`src/rtl/meter_pkg.sv`:
```
// ---------------------------------------------------------------------------
// meter_pkg
// Shared definitions for the parking-meter 7-segment scan decoder:
//   - active-low segment codes {g,f,e,d,c,b,a} for the digits 0..9
//   - SEG_OFF (all segments dark) and AN_DARK (no digit selected)
//   - digit_t BCD digit type, frame FSM state type
//   - an_select(): decodes a one-hot-low anode vector into a slot index
// ---------------------------------------------------------------------------
package meter_pkg;

    typedef logic [3:0] digit_t;

    localparam logic [6:0] SEG_0   = 7'b1000000;
    localparam logic [6:0] SEG_1   = 7'b1111001;
    localparam logic [6:0] SEG_2   = 7'b0100100;
    localparam logic [6:0] SEG_3   = 7'b0110000;
    localparam logic [6:0] SEG_4   = 7'b0011001;
    localparam logic [6:0] SEG_5   = 7'b0010010;
    localparam logic [6:0] SEG_6   = 7'b0000010;
    localparam logic [6:0] SEG_7   = 7'b1111000;
    localparam logic [6:0] SEG_8   = 7'b0000000;
    localparam logic [6:0] SEG_9   = 7'b0010000;
    localparam logic [6:0] SEG_OFF = 7'h7F;
    localparam logic [3:0] AN_DARK = 4'hF;

    typedef enum logic [1:0] {
        ST_COLLECT = 2'd0,
        ST_EMIT    = 2'd1,
        ST_BLANK   = 2'd2
    } frame_state_t;

    typedef struct packed {
        logic       one;   // exactly one anode is driven low
        logic [1:0] idx;   // index of that anode (3 = thousands)
    } an_sel_t;

    function automatic an_sel_t an_select(input logic [3:0] an);
        an_sel_t r;
        r.one = 1'b0;
        r.idx = 2'd0;
        case (an)
            4'b1110: begin r.one = 1'b1; r.idx = 2'd0; end
            4'b1101: begin r.one = 1'b1; r.idx = 2'd1; end
            4'b1011: begin r.one = 1'b1; r.idx = 2'd2; end
            4'b0111: begin r.one = 1'b1; r.idx = 2'd3; end
            default: ;
        endcase
        return r;
    endfunction

endpackage

```
`src/rtl/seg_scan_decoder_if.sv`:
```
// ---------------------------------------------------------------------------
// seg_scan_decoder_if
// Bundles the scanned display pins and the decoded results.
//   seg[6:0]    active-low segment cathodes {g,f,e,d,c,b,a}
//   an[3:0]     active-low digit anodes, an[3] = thousands
//   bcd[15:0]   last complete frame {d3,d2,d1,d0}
//   value[13:0] binary of bcd
//   frame_valid one-cycle pulse when bcd/value update
//   blank       display dark for the blank timeout
//   flashing    meter in flash mode
//   digit_err   one-cycle pulse on an unrecognised settled pattern
// master: the side driving the pins (meter or bench)
// slave : the decoder
// ---------------------------------------------------------------------------
interface seg_scan_decoder_if;
    import meter_pkg::*;

    logic [6:0]  seg;
    logic [3:0]  an;
    logic [15:0] bcd;
    logic [13:0] value;
    logic        frame_valid;
    logic        blank;
    logic        flashing;
    logic        digit_err;

    modport master (
        output seg, an,
        input  bcd, value, frame_valid, blank, flashing, digit_err
    );

    modport slave (
        input  seg, an,
        output bcd, value, frame_valid, blank, flashing, digit_err
    );

endinterface

```
`src/rtl/seg7_to_bcd.sv`:
```
// ---------------------------------------------------------------------------
// seg7_to_bcd
// Combinational decode of an active-low 7-segment pattern.
//   seg   in  {g,f,e,d,c,b,a}, active-low
//   digit out BCD digit (0 when not ok)
//   ok    out pattern is one of the ten digit codes
//   off   out all segments dark
// ---------------------------------------------------------------------------
module seg7_to_bcd
    import meter_pkg::*;
(
    input  logic [6:0] seg,
    output digit_t     digit,
    output logic       ok,
    output logic       off
);

    always_comb begin
        digit = 4'd0;
        ok    = 1'b1;
        off   = (seg == SEG_OFF);
        case (seg)
            SEG_0:   digit = 4'd0;
            SEG_1:   digit = 4'd1;
            SEG_2:   digit = 4'd2;
            SEG_3:   digit = 4'd3;
            SEG_4:   digit = 4'd4;
            SEG_5:   digit = 4'd5;
            SEG_6:   digit = 4'd6;
            SEG_7:   digit = 4'd7;
            SEG_8:   digit = 4'd8;
            SEG_9:   digit = 4'd9;
            default: ok = 1'b0;
        endcase
    end

endmodule

```
`src/rtl/seg_scan_decoder.sv`:
```
// ---------------------------------------------------------------------------
// seg_scan_decoder
// Monitors the multiplexed 7-segment output of the parking meter, settles
// each digit select, decodes segments back to BCD and reassembles 4-digit
// frames. Also tracks the blank/flash behaviour of the display.
// Ports:
//   clk      system clock
//   reset_n  asynchronous active-low reset
//   bus      seg_scan_decoder_if.slave (pins in, decoded results out)
// Parameters:
//   SETTLE         cycles {an,seg} must be stable before a digit latches
//   BLANK_TIMEOUT  consecutive dark cycles that declare the display blank
//   FLASH_WINDOW   cycles flashing is held after leaving blank
// ---------------------------------------------------------------------------
module seg_scan_decoder
    import meter_pkg::*;
#(
    parameter int SETTLE        = 16,
    parameter int BLANK_TIMEOUT = 2_000_000,
    parameter int FLASH_WINDOW  = 300_000_000
) (
    input  logic                clk,
    input  logic                reset_n,
    seg_scan_decoder_if.slave   bus
);

    localparam int SW  = $clog2(SETTLE + 1);
    localparam int DKW = $clog2(BLANK_TIMEOUT + 1);
    localparam int FLW = $clog2(FLASH_WINDOW + 1);

    localparam logic [SW-1:0]  SETTLE_MAX   = SW'(SETTLE);
    localparam logic [SW-1:0]  SETTLE_LATCH = SW'(SETTLE - 1);
    localparam logic [DKW-1:0] DARK_MAX     = DKW'(BLANK_TIMEOUT);
    localparam logic [FLW-1:0] FLASH_MAX    = FLW'(FLASH_WINDOW);

    function automatic logic [13:0] bcd_to_bin(input logic [15:0] b);
        return 14'(b[15:12]) * 14'd1000 + 14'(b[11:8]) * 14'd100
             + 14'(b[7:4]) * 14'd10 + 14'(b[3:0]);
    endfunction

    // two-flop synchroniser
    logic [6:0]  seg_s1_q, seg_s2_q;
    logic [3:0]  an_s1_q,  an_s2_q;

    logic [SW-1:0]  settle_q,  settle_d;
    logic [15:0]    slot_q,    slot_d;
    logic [3:0]     seen_q,    seen_d;
    logic [DKW-1:0] dark_q,    dark_d;
    logic [FLW-1:0] flash_q,   flash_d;
    frame_state_t   state_q,   state_d;
    logic [15:0]    bcd_q,     bcd_d;
    logic [13:0]    value_q,   value_d;
    logic           frame_valid_q, frame_valid_d;
    logic           blank_q,       blank_d;
    logic           flashing_q,    flashing_d;
    logic           digit_err_q,   digit_err_d;

    digit_t  dec_digit;
    logic    dec_ok;
    logic    dec_off;
    an_sel_t sel;
    logic    latch_evt;
    logic    valid_latch;
    logic    bad_latch;
    logic [3:0] seen_nxt;
    logic    emit;

    seg7_to_bcd u_dec (
        .seg   (seg_s2_q),
        .digit (dec_digit),
        .ok    (dec_ok),
        .off   (dec_off)
    );

    always_comb begin
        sel = an_select(an_s2_q);

        // Clear when the synced value is about to change, so the count
        // equals the number of cycles the current synced value has been held.
        if ((an_s1_q != an_s2_q) || (seg_s1_q != seg_s2_q))
            settle_d = '0;
        else if (settle_q == SETTLE_MAX)
            settle_d = settle_q;
        else
            settle_d = settle_q + SW'(1);

        latch_evt   = (settle_q == SETTLE_LATCH);
        valid_latch = latch_evt && sel.one && dec_ok;
        bad_latch   = latch_evt && sel.one && !dec_ok && !dec_off;

        slot_d   = slot_q;
        seen_nxt = seen_q;
        if (valid_latch) begin
            slot_d[{sel.idx, 2'b00} +: 4] = dec_digit;
            seen_nxt[sel.idx] = 1'b1;
        end
        if (bad_latch)
            seen_nxt[sel.idx] = 1'b0;

        if (valid_latch)
            dark_d = '0;
        else if ((an_s2_q != AN_DARK) && !dec_off)
            dark_d = '0;
        else if (dark_q == DARK_MAX)
            dark_d = dark_q;
        else
            dark_d = dark_q + DKW'(1);

        flash_d = (flash_q == '0) ? flash_q : flash_q - FLW'(1);

        // Emit is decided on the post-latch occupancy so the frame appears
        // on the edge that completes the fourth digit.
        emit          = (seen_nxt == 4'hF);
        state_d       = state_q;
        seen_d        = seen_nxt;
        bcd_d         = bcd_q;
        value_d       = value_q;
        frame_valid_d = 1'b0;
        blank_d       = blank_q;
        digit_err_d   = bad_latch;

        case (state_q)
            ST_BLANK: begin
                if (emit) begin
                    blank_d = 1'b0;
                    flash_d = FLASH_MAX;
                end
            end
            ST_EMIT: begin
                state_d = ST_COLLECT;
            end
            default: begin
                // a latch in the same cycle as the timeout keeps us out of BLANK
                if (!emit && !valid_latch && (dark_q == DARK_MAX)) begin
                    state_d = ST_BLANK;
                    blank_d = 1'b1;
                    seen_d  = 4'h0;
                end
            end
        endcase

        if (emit) begin
            state_d       = ST_EMIT;
            seen_d        = 4'h0;
            bcd_d         = slot_d;
            value_d       = bcd_to_bin(slot_d);
            frame_valid_d = 1'b1;
        end

        flashing_d = (flash_d != '0);
    end

    always_ff @(posedge clk or negedge reset_n) begin
        if (!reset_n) begin
            seg_s1_q      <= '0;
            seg_s2_q      <= '0;
            an_s1_q       <= '0;
            an_s2_q       <= '0;
            settle_q      <= '0;
            slot_q        <= '0;
            seen_q        <= '0;
            dark_q        <= '0;
            flash_q       <= '0;
            state_q       <= ST_COLLECT;
            bcd_q         <= '0;
            value_q       <= '0;
            frame_valid_q <= 1'b0;
            blank_q       <= 1'b0;
            flashing_q    <= 1'b0;
            digit_err_q   <= 1'b0;
        end else begin
            seg_s1_q      <= bus.seg;
            seg_s2_q      <= seg_s1_q;
            an_s1_q       <= bus.an;
            an_s2_q       <= an_s1_q;
            settle_q      <= settle_d;
            slot_q        <= slot_d;
            seen_q        <= seen_d;
            dark_q        <= dark_d;
            flash_q       <= flash_d;
            state_q       <= state_d;
            bcd_q         <= bcd_d;
            value_q       <= value_d;
            frame_valid_q <= frame_valid_d;
            blank_q       <= blank_d;
            flashing_q    <= flashing_d;
            digit_err_q   <= digit_err_d;
        end
    end

    assign bus.bcd         = bcd_q;
    assign bus.value       = value_q;
    assign bus.frame_valid = frame_valid_q;
    assign bus.blank       = blank_q;
    assign bus.flashing    = flashing_q;
    assign bus.digit_err   = digit_err_q;

endmodule
```
`src/flat_wrapper.sv`:
```
// flat-port wrapper written by rule: the top's interface ports become plain ports
module seg_scan_decoder_flat import meter_pkg::*;
#(
    parameter int SETTLE        = 16,
    parameter int BLANK_TIMEOUT = 2_000_000,
    parameter int FLASH_WINDOW  = 300_000_000
)
  (clk, reset_n, bus_seg, bus_an, bus_bcd, bus_value, bus_frame_valid, bus_blank, bus_flashing, bus_digit_err);
  seg_scan_decoder_if bus_i ();
  input  logic clk;
  input  logic reset_n;
  input wire logic [$bits(bus_i.seg)-1:0] bus_seg;
  input wire logic [$bits(bus_i.an)-1:0] bus_an;
  output wire logic [$bits(bus_i.bcd)-1:0] bus_bcd;
  output wire logic [$bits(bus_i.value)-1:0] bus_value;
  output wire logic [$bits(bus_i.frame_valid)-1:0] bus_frame_valid;
  output wire logic [$bits(bus_i.blank)-1:0] bus_blank;
  output wire logic [$bits(bus_i.flashing)-1:0] bus_flashing;
  output wire logic [$bits(bus_i.digit_err)-1:0] bus_digit_err;
  assign bus_i.seg = bus_seg;
  assign bus_i.an = bus_an;
  assign bus_bcd = bus_i.bcd;
  assign bus_value = bus_i.value;
  assign bus_frame_valid = bus_i.frame_valid;
  assign bus_blank = bus_i.blank;
  assign bus_flashing = bus_i.flashing;
  assign bus_digit_err = bus_i.digit_err;
  seg_scan_decoder #(.SETTLE(SETTLE), .BLANK_TIMEOUT(BLANK_TIMEOUT), .FLASH_WINDOW(FLASH_WINDOW)) u_core (.clk(clk), .reset_n(reset_n), .bus(bus_i));
endmodule
```
`config.mk`:
```
export PLATFORM = sky130hd
export DESIGN_NAME = seg_scan_decoder_flat
export DESIGN_NICKNAME = d
export VERILOG_FILES = /design/src/rtl/meter_pkg.sv /design/src/rtl/seg_scan_decoder_if.sv /design/src/rtl/seg7_to_bcd.sv /design/src/rtl/seg_scan_decoder.sv /design/src/flat_wrapper.sv
export SDC_FILE = /design/constraint.sdc
export NUM_CORES = 1
export LEC_CHECK = 0
export BUFFER_PORTS_ARGS = -buffer_cell sky130_fd_sc_hd__buf_2
export CAP_MARGIN = 20
export CORE_MARGIN = 1.5
export CORE_UTILIZATION = 25
export CTS_CLUSTER_SIZE = 30
export DETAILED_ROUTE_END_ITERATION = 10
export GPL_TIMING_DRIVEN = 0
export HOLD_SLACK_MARGIN = 0.05
export PLACE_DENSITY = 0.4
export SYNTH_ARGS = -nofsm -noshare
export SYNTH_HDL_FRONTEND = slang
export SYNTH_SLANG_ARGS = --single-unit
export TNS_END_PERCENT = 50
```
`constraint.sdc`:
```
create_clock -name clk -period 6.5 [get_ports clk]
set_clock_uncertainty 0.15 [all_clocks]
set_input_delay 0.975 -clock clk [delete_from_list [all_inputs] [get_ports clk]]
set_output_delay 0.975 -clock clk [all_outputs]
set_load 0.02 [all_outputs]
```
Word level (Yosys, flattened, before mapping)
Cells that the tools add are included.

Register bits: 133. Input bits: 13. Logic and storage cells: 109. Output and inout port bits: 34.

Shift-type cells: 2. Magnitude comparators: 2. Bitwise logic cells: 4. Multiplexer cells: 27. Add/sub/neg operators: 7. Multiply operators: 3. Eq/ne operators: 26. Reduce and logical (&&, ||, !) cells: 22.

Operators by type and width (number): 2-to-1 mux 29 bit (3); 2-to-1 mux 21 bit (3); one-hot mux 4 bit (9 select lines) (1); zero test 29 bit (1); nonzero test 29 bit (1); subtractor 29 x 1 -> 29 bit (second input constant) (1); equality test 7 bit (second input constant) (4); adder 21 x 1 -> 21 bit (second input constant) (1); equality test 21 bit (second input constant) (1); equality test 7 x 5 -> 1 bit (second input constant) (3); 2-to-1 mux 4 bit (5); bitwise mux 16 bit (1); equality test 4 bit (second input constant) (4); 2-to-1 mux 16 bit (1); variable shift 4 x 6 -> 16 bit (first input constant) (1); variable part select 4 x 6 -> 16 bit (1); adder 14 x 11 -> 14 bit (1); adder 14 x 4 -> 14 bit (1); adder 14 x 8 -> 14 bit (1); equality test 7 x 6 -> 1 bit (second input constant) (2); one-hot mux 3 bit (4 select lines) (1); multiplier 4 x 7 -> 11 bit (second input constant) (1); 2-to-1 mux 5 bit (2); OR reduction 10 bit (1); other kinds (35) (51).

Depth between registers and ports, before layout
Depth in word-level cells: 17. Gate-level depth with buffers: 26. Gate-level depth less buffers: 25.

Cells and area by module
Synthesis repeated with hierarchy kept, for this count alone.

Cells, all modules: 788. Area, all modules: 7883.8 µm².

By module, submodules not included: seg_scan_decoder (cells each 765, instances 1, seq. area each 3303.2 µm², area each 7729.9 µm²); seg7_to_bcd (cells each 23, instances 1, seq. area each 0.0 µm², area each 153.9 µm²).

Least setup slack after synthesis
OpenSTA, ideal clock, no wires.

Kind: register to register. Start: register u_core.an_s2_q[3]. End: register u_core.value_q[13], in the netlist u_core.bus.value[13]. Path slack: -0.399 ns. Setup time: 0.128 ns. Cell stages (with the launch flop): 27. Data required time: 6.222 ns. Clock period less this slack: 6.899 ns. Arrival time: 6.621 ns. Path buffers: 2. Path through: dfrtp_1 -> buf_2 -> xnor2_1 -> or2_2 -> ha_1 -> clkbuf_1 -> or4b_2 -> or3_1 -> o21ai_0 -> inv_1 -> fa_1 -> fa_1 -> inv_1 -> ha_1 -> nor2b_1 -> o21ai_0 -> nand2b_1 -> xnor2_1 -> ha_1 -> ha_1 -> ha_1 -> nor3_1 -> and3_1 -> or2_2 -> o311ai_0 -> a21boi_0 -> o31ai_1.

Elaborated cells between the ends (all ways): 31. Classes of those cells: add/sub: 4; mul: 3; order compare: 2; eq/ne: 5; shift: 2; mux: 7; bitwise: 3; reduce/logical: 5.

RTL lines: start, declared (line seg_scan_decoder.sv:43) `logic [3:0] an_s1_q, an_s2_q;`; start signal, assigned (line seg_scan_decoder.sv:175) `an_s2_q <= an_s1_q;`; equality test 4 x 3 -> 1 bit or equality test 4 bit (tied branches) (line meter_pkg.sv:41) `case (an)`; one-hot mux 3 bit (4 select lines) (*) (line meter_pkg.sv:41); negator 4 -> 6 bit (line seg_scan_decoder.sv:94) `slot_d[{sel.idx, 2'b00} +: 4] = dec_digit;`; variable part select 4 x 6 -> 16 bit or variable shift 4 x 6 -> 16 bit (tied branches) (line seg_scan_decoder.sv:94); bitwise mux 16 bit (line seg_scan_decoder.sv:94); 2-to-1 mux 16 bit (*) (line seg_scan_decoder.sv:93) `if (valid_latch) begin`; via u_core.slot_d[13] (line seg_scan_decoder.sv:46) `logic [15:0] slot_q, slot_d;`; multiplier 4 x 7 -> 11 bit (*) (line seg_scan_decoder.sv:37) `return 14'(b[15:12]) * 14'd1000 + 14'(b[11:8]) * 14'd100`; adder 14 x 11 -> 14 bit (*) (line seg_scan_decoder.sv:37); adder 14 x 8 -> 14 bit (*) (line seg_scan_decoder.sv:38) `+ 14'(b[7:4]) * 14'd10 + 14'(b[3:0]);`; adder 14 x 4 -> 14 bit (*) (line seg_scan_decoder.sv:38); end signal, assigned (line seg_scan_decoder.sv:183) `value_q <= value_d;`; end, declared (line seg_scan_decoder.sv:52) `logic [13:0] value_q, value_d;`.

Mark *: on every way through the listed nets, which the timed path passes. The rest lies on a longest branch. A chain may end at the register's enable or synchronous reset.

Worst setup path after layout
Same ends and word-level chain as after synthesis.

==> qor.yml <==
rows: 66
wl_per_cell_um: 14.92
ios: 47
synth_top_area_share_pct: 40.03
dp_cells: 1279
synth_fp_nets: 886
path_buf_inv: 3
min-delay-path-class: "flop to flop"
dr.pass1.iters: 4
synth_seq_cells: 132
power_density_nw_per_um2: 197.3
antenna_found_initial: 0
cts_tree: "yes"
final_cells: 1323
required_ps: 6660
clk_pin_slew_ps: 70
die_h_um: 184.7
clkLatencyLatePin_ps: 420
tightest_slew_ps: 933.8
die_area_um2: 34100
dp_slack_ps: -541.1
via_per_inst: 4.465
grt.met1_usage_pct: 17.02
rsz0062_at_grt: "false"
grt_max_degree: 68
grt_pass1_vias: 6138
synth_warnings: 0
r2r_start: "u_core.an_s2_q[3]$_DFF_PN0_"
drv_cap: 0
numPortBuffers: 46
synthArstFlopShare_pct: 100.0
cts.sink_count: 132
critPathLaunchType: "flop"
post-route-drc-count: 0
grt.busiest_layer: "met2"
chipWidth_um: 184.7
cts_hold_buf: 0
cp_slowest_cell: "fa_1"
drtIter0Drc: 243
relSlewSlack_pct: 37.17
synthTopCellsByArea: "dfrtp_1, ha_1, xor2_1"
worst_slack_ps: 267.1
root_buffer: "clkbuf_16"
slew_viol_final: 0
ys_types: 78
p_leak_nw: 4.703
use_met2_pct: 20.12
grt_util_all_layers_pct: 12.51
cts-buffers-inserted: 17
vdd_drop_max_v: 0.0001693
n_antenna_cell: 0
wl_um: 19740
fin_crit_sh_pct: 95.89
cp_top_family: "adder cells"
drive_above_1_share_pct: 21.23
status: "complete, no violations"
max_freq_mhz: 160.4
hold_viol_final: 0
dpl.hpwl_um: 14260
h-tree-depth: 4
netlist_instances: 790
final_nets: 964
max_stage_delay_ps: 550
path_class: "flop to flop"
synthFlopType: "dfrtp_1"
grt_overflow: 0
setup_viol: 0
yosysTopAreaCell: "dfrtp_1"
via_count: 5907
seq_area_frac_synth_pct: 40.03
finalCriticalPeriod_ps: 6233
grtUsageMet3_pct: 2.549
ant_nets: 0
core_um2: 32540
path_cells: "xnor2_2 -> or2_4 -> ha_4 -> or4b_4 -> or3_4 -> o21ai_4 -> buf_6 -> ha_1 -> fa_1 -> inv_1 -> fa_1 -> inv_1 -> fa_1 -> ha_4 -> ha_4 -> and2_1 -> o21ai_0 -> and3_1 -> or2_4 -> o311ai_4 -> a21boi_2 -> o31ai_1"
grt_first_pass_wirelength_um: 33090
cp.arrival_ps: 6390
cts.path.max_buffers: 2
cp-startpoint: "u_core.an_s2_q[3]$_DFF_PN0_"
n_fill_cell: 3406
netlist_area_um2: 8252
start_util_pct: 25.36
synth-edff-count: 0
place_congestion: 0.7749
crit_path_end_kind: "flop"
crit_fanout: 6
synth.avg_cell_area_um2: 10.45
syn_to_final_growth_pct: 21.56
hp-start: "u_core.seg_s1_q[1]$_DFF_PN0_"
## path summary, 6_finish.rpt
check / endpoint / slack (ps) / depth (start not counted)
min reg2reg: u_core.seg_s2_q[1]$_DFF_PN0_ / 240 / 0
min: u_core.seg_s2_q[1]$_DFF_PN0_ / 240 / 0
max in group asynchronous: u_core.slot_q[7]$_DFF_PN0_ / 5030 / 2
max reg2reg: u_core.bus.value[13]$_DFFE_PN0P_ / 270 / 22
min in group asynchronous: u_core.dark_q[10]$_DFFE_PN0P_ / 390 / 1
max: u_core.bus.value[13]$_DFFE_PN0P_ / 270 / 22
## state kept, by name (all words and copies together) (netlist names)
name and cells:
u_core.bus.frame_valid 1, u_core.flash_q 29, u_core.slot_q 16, u_core.bus.flashing 1, u_core.an_s1_q 4, u_core.bus.bcd 15, u_core.bus.value 14, u_core.dark_q 21
u_core.state_q 2, u_core.bus.blank 1, u_core.an_s2_q 4, u_core.bus.digit_err 1, u_core.seen_q 4, u_core.seg_s2_q 7, u_core.seg_s1_q 7, u_core.settle_q 5
## layer usage
layer | wire length, µm | up-vias
met5 | 0 | -
met4 | 158 | 0
met3 | 554 | 10
met2 | 9078 | 65
met1 | 9950 | 2881
li1 | - | 2951
## placed cells by master (no fill, tap or decap), types with 4 or more instances in the layout
master     count
inv_1         54
fa_1          16
ha_4           5
and3_1        11
nand2b_1       6
or3_1         13
nor2_1        58
nor4_1        11
nor3_1        23
dfrtp_1      129
or4_1          5
xor2_1        39
clkbuf_1      11
nand2_1       37
o31ai_1        6
mux2_2        11
ha_1          59
and2_1         4
xnor2_1       32
a21o_1         7
bufinv_16      5
o211ai_1       5
nand3_1       22
clkbuf_16     17
nor2b_1        5
mux2_4        21
a21oi_1       40
nand4b_1       5
nand3b_1       7
buf_4         17
nand4_1        6
buf_2         51
buf_6          7
o21ai_0       28
## repair_timing
action	in CTS	in global routing
setup buffers	4	12
gates resized for setup	20	17
endpoints found under the setup margin	5	3
pin swaps	3	12
gates cloned	0	0
## cell families (layout without fill, tap and decap cells)
family                     after synthesis  count (layout)  synth area share, %
AOI/OAI and AO/OA                      141             141                11.58
xor gates and xnor gates                73              73                7.748
adders and majority gates               83              83                14.13
buffers and inverters                   87             178                5.110
DFF                                    132             132                40.03
muxes                                   36              36                5.792
and+or+nand+nor                        238             238                15.60
## synth_stat cells, types with 4 or more instances
library cell / n
dfrtp_1: 132
ha_1: 66
nor2_1: 58
inv_1: 57
a21oi_1: 41
xor2_1: 40
nand2_1: 38
xnor2_1: 33
o21ai_0: 31
nand3_1: 23
nor3_1: 23
mux2_4: 20
fa_1: 17
or3_1: 14
clkbuf_1: 12
mux2_2: 12
and3_1: 11
nor4_1: 11
buf_2: 8
a21o_1: 7
nand3b_1: 7
nand2b_1: 6
nand4_1: 6
o31ai_1: 6
buf_6: 5
nand4b_1: 5
nor2b_1: 5
o211ai_1: 5
or2_2: 5
or4_1: 5
a21boi_0: 4
and2_1: 4
## layout make-up
cell class                      count  area, µm²  share of cell area, %
Tap cell                          442      553.0                  5.513
Clock inverter                     13      206.4                  2.058
Clock buffer                       19      442.9                  4.416
Timing Repair Buffer               63      387.9                  3.867
Inverter                           58      225.2                  2.245
Sequential cell                   132       3307                  32.97
Buffer                             25      178.9                  1.784
Multi-Input combinational cell    571       4730                  47.15
## power by group
group | internal, mW | switching (mW)
clock | 0.691 | 0.384
sequential | 0.829 | 0.00727
combinational | 0.0243 | 0.0437
## stage by stage
step           power [mW]  utilization [%]  instance area [µm²]  TNS [ps]  hold slack (ps)
2_1_floorplan      0.8791                -                 8273         0            221.5
6_report            1.979            30.83                10030         0            238.6
3_5_place_dp       0.9134            27.94                 9090     -1472            235.0
3_3_place_gp       0.9114            27.83                 9056     -1588            232.7
4_1_cts             2.016            30.32                 9864    -19.10            245.4
5_1_grt             2.064            30.83                10030         0            250.4
(Power assumes the default switching activity.)
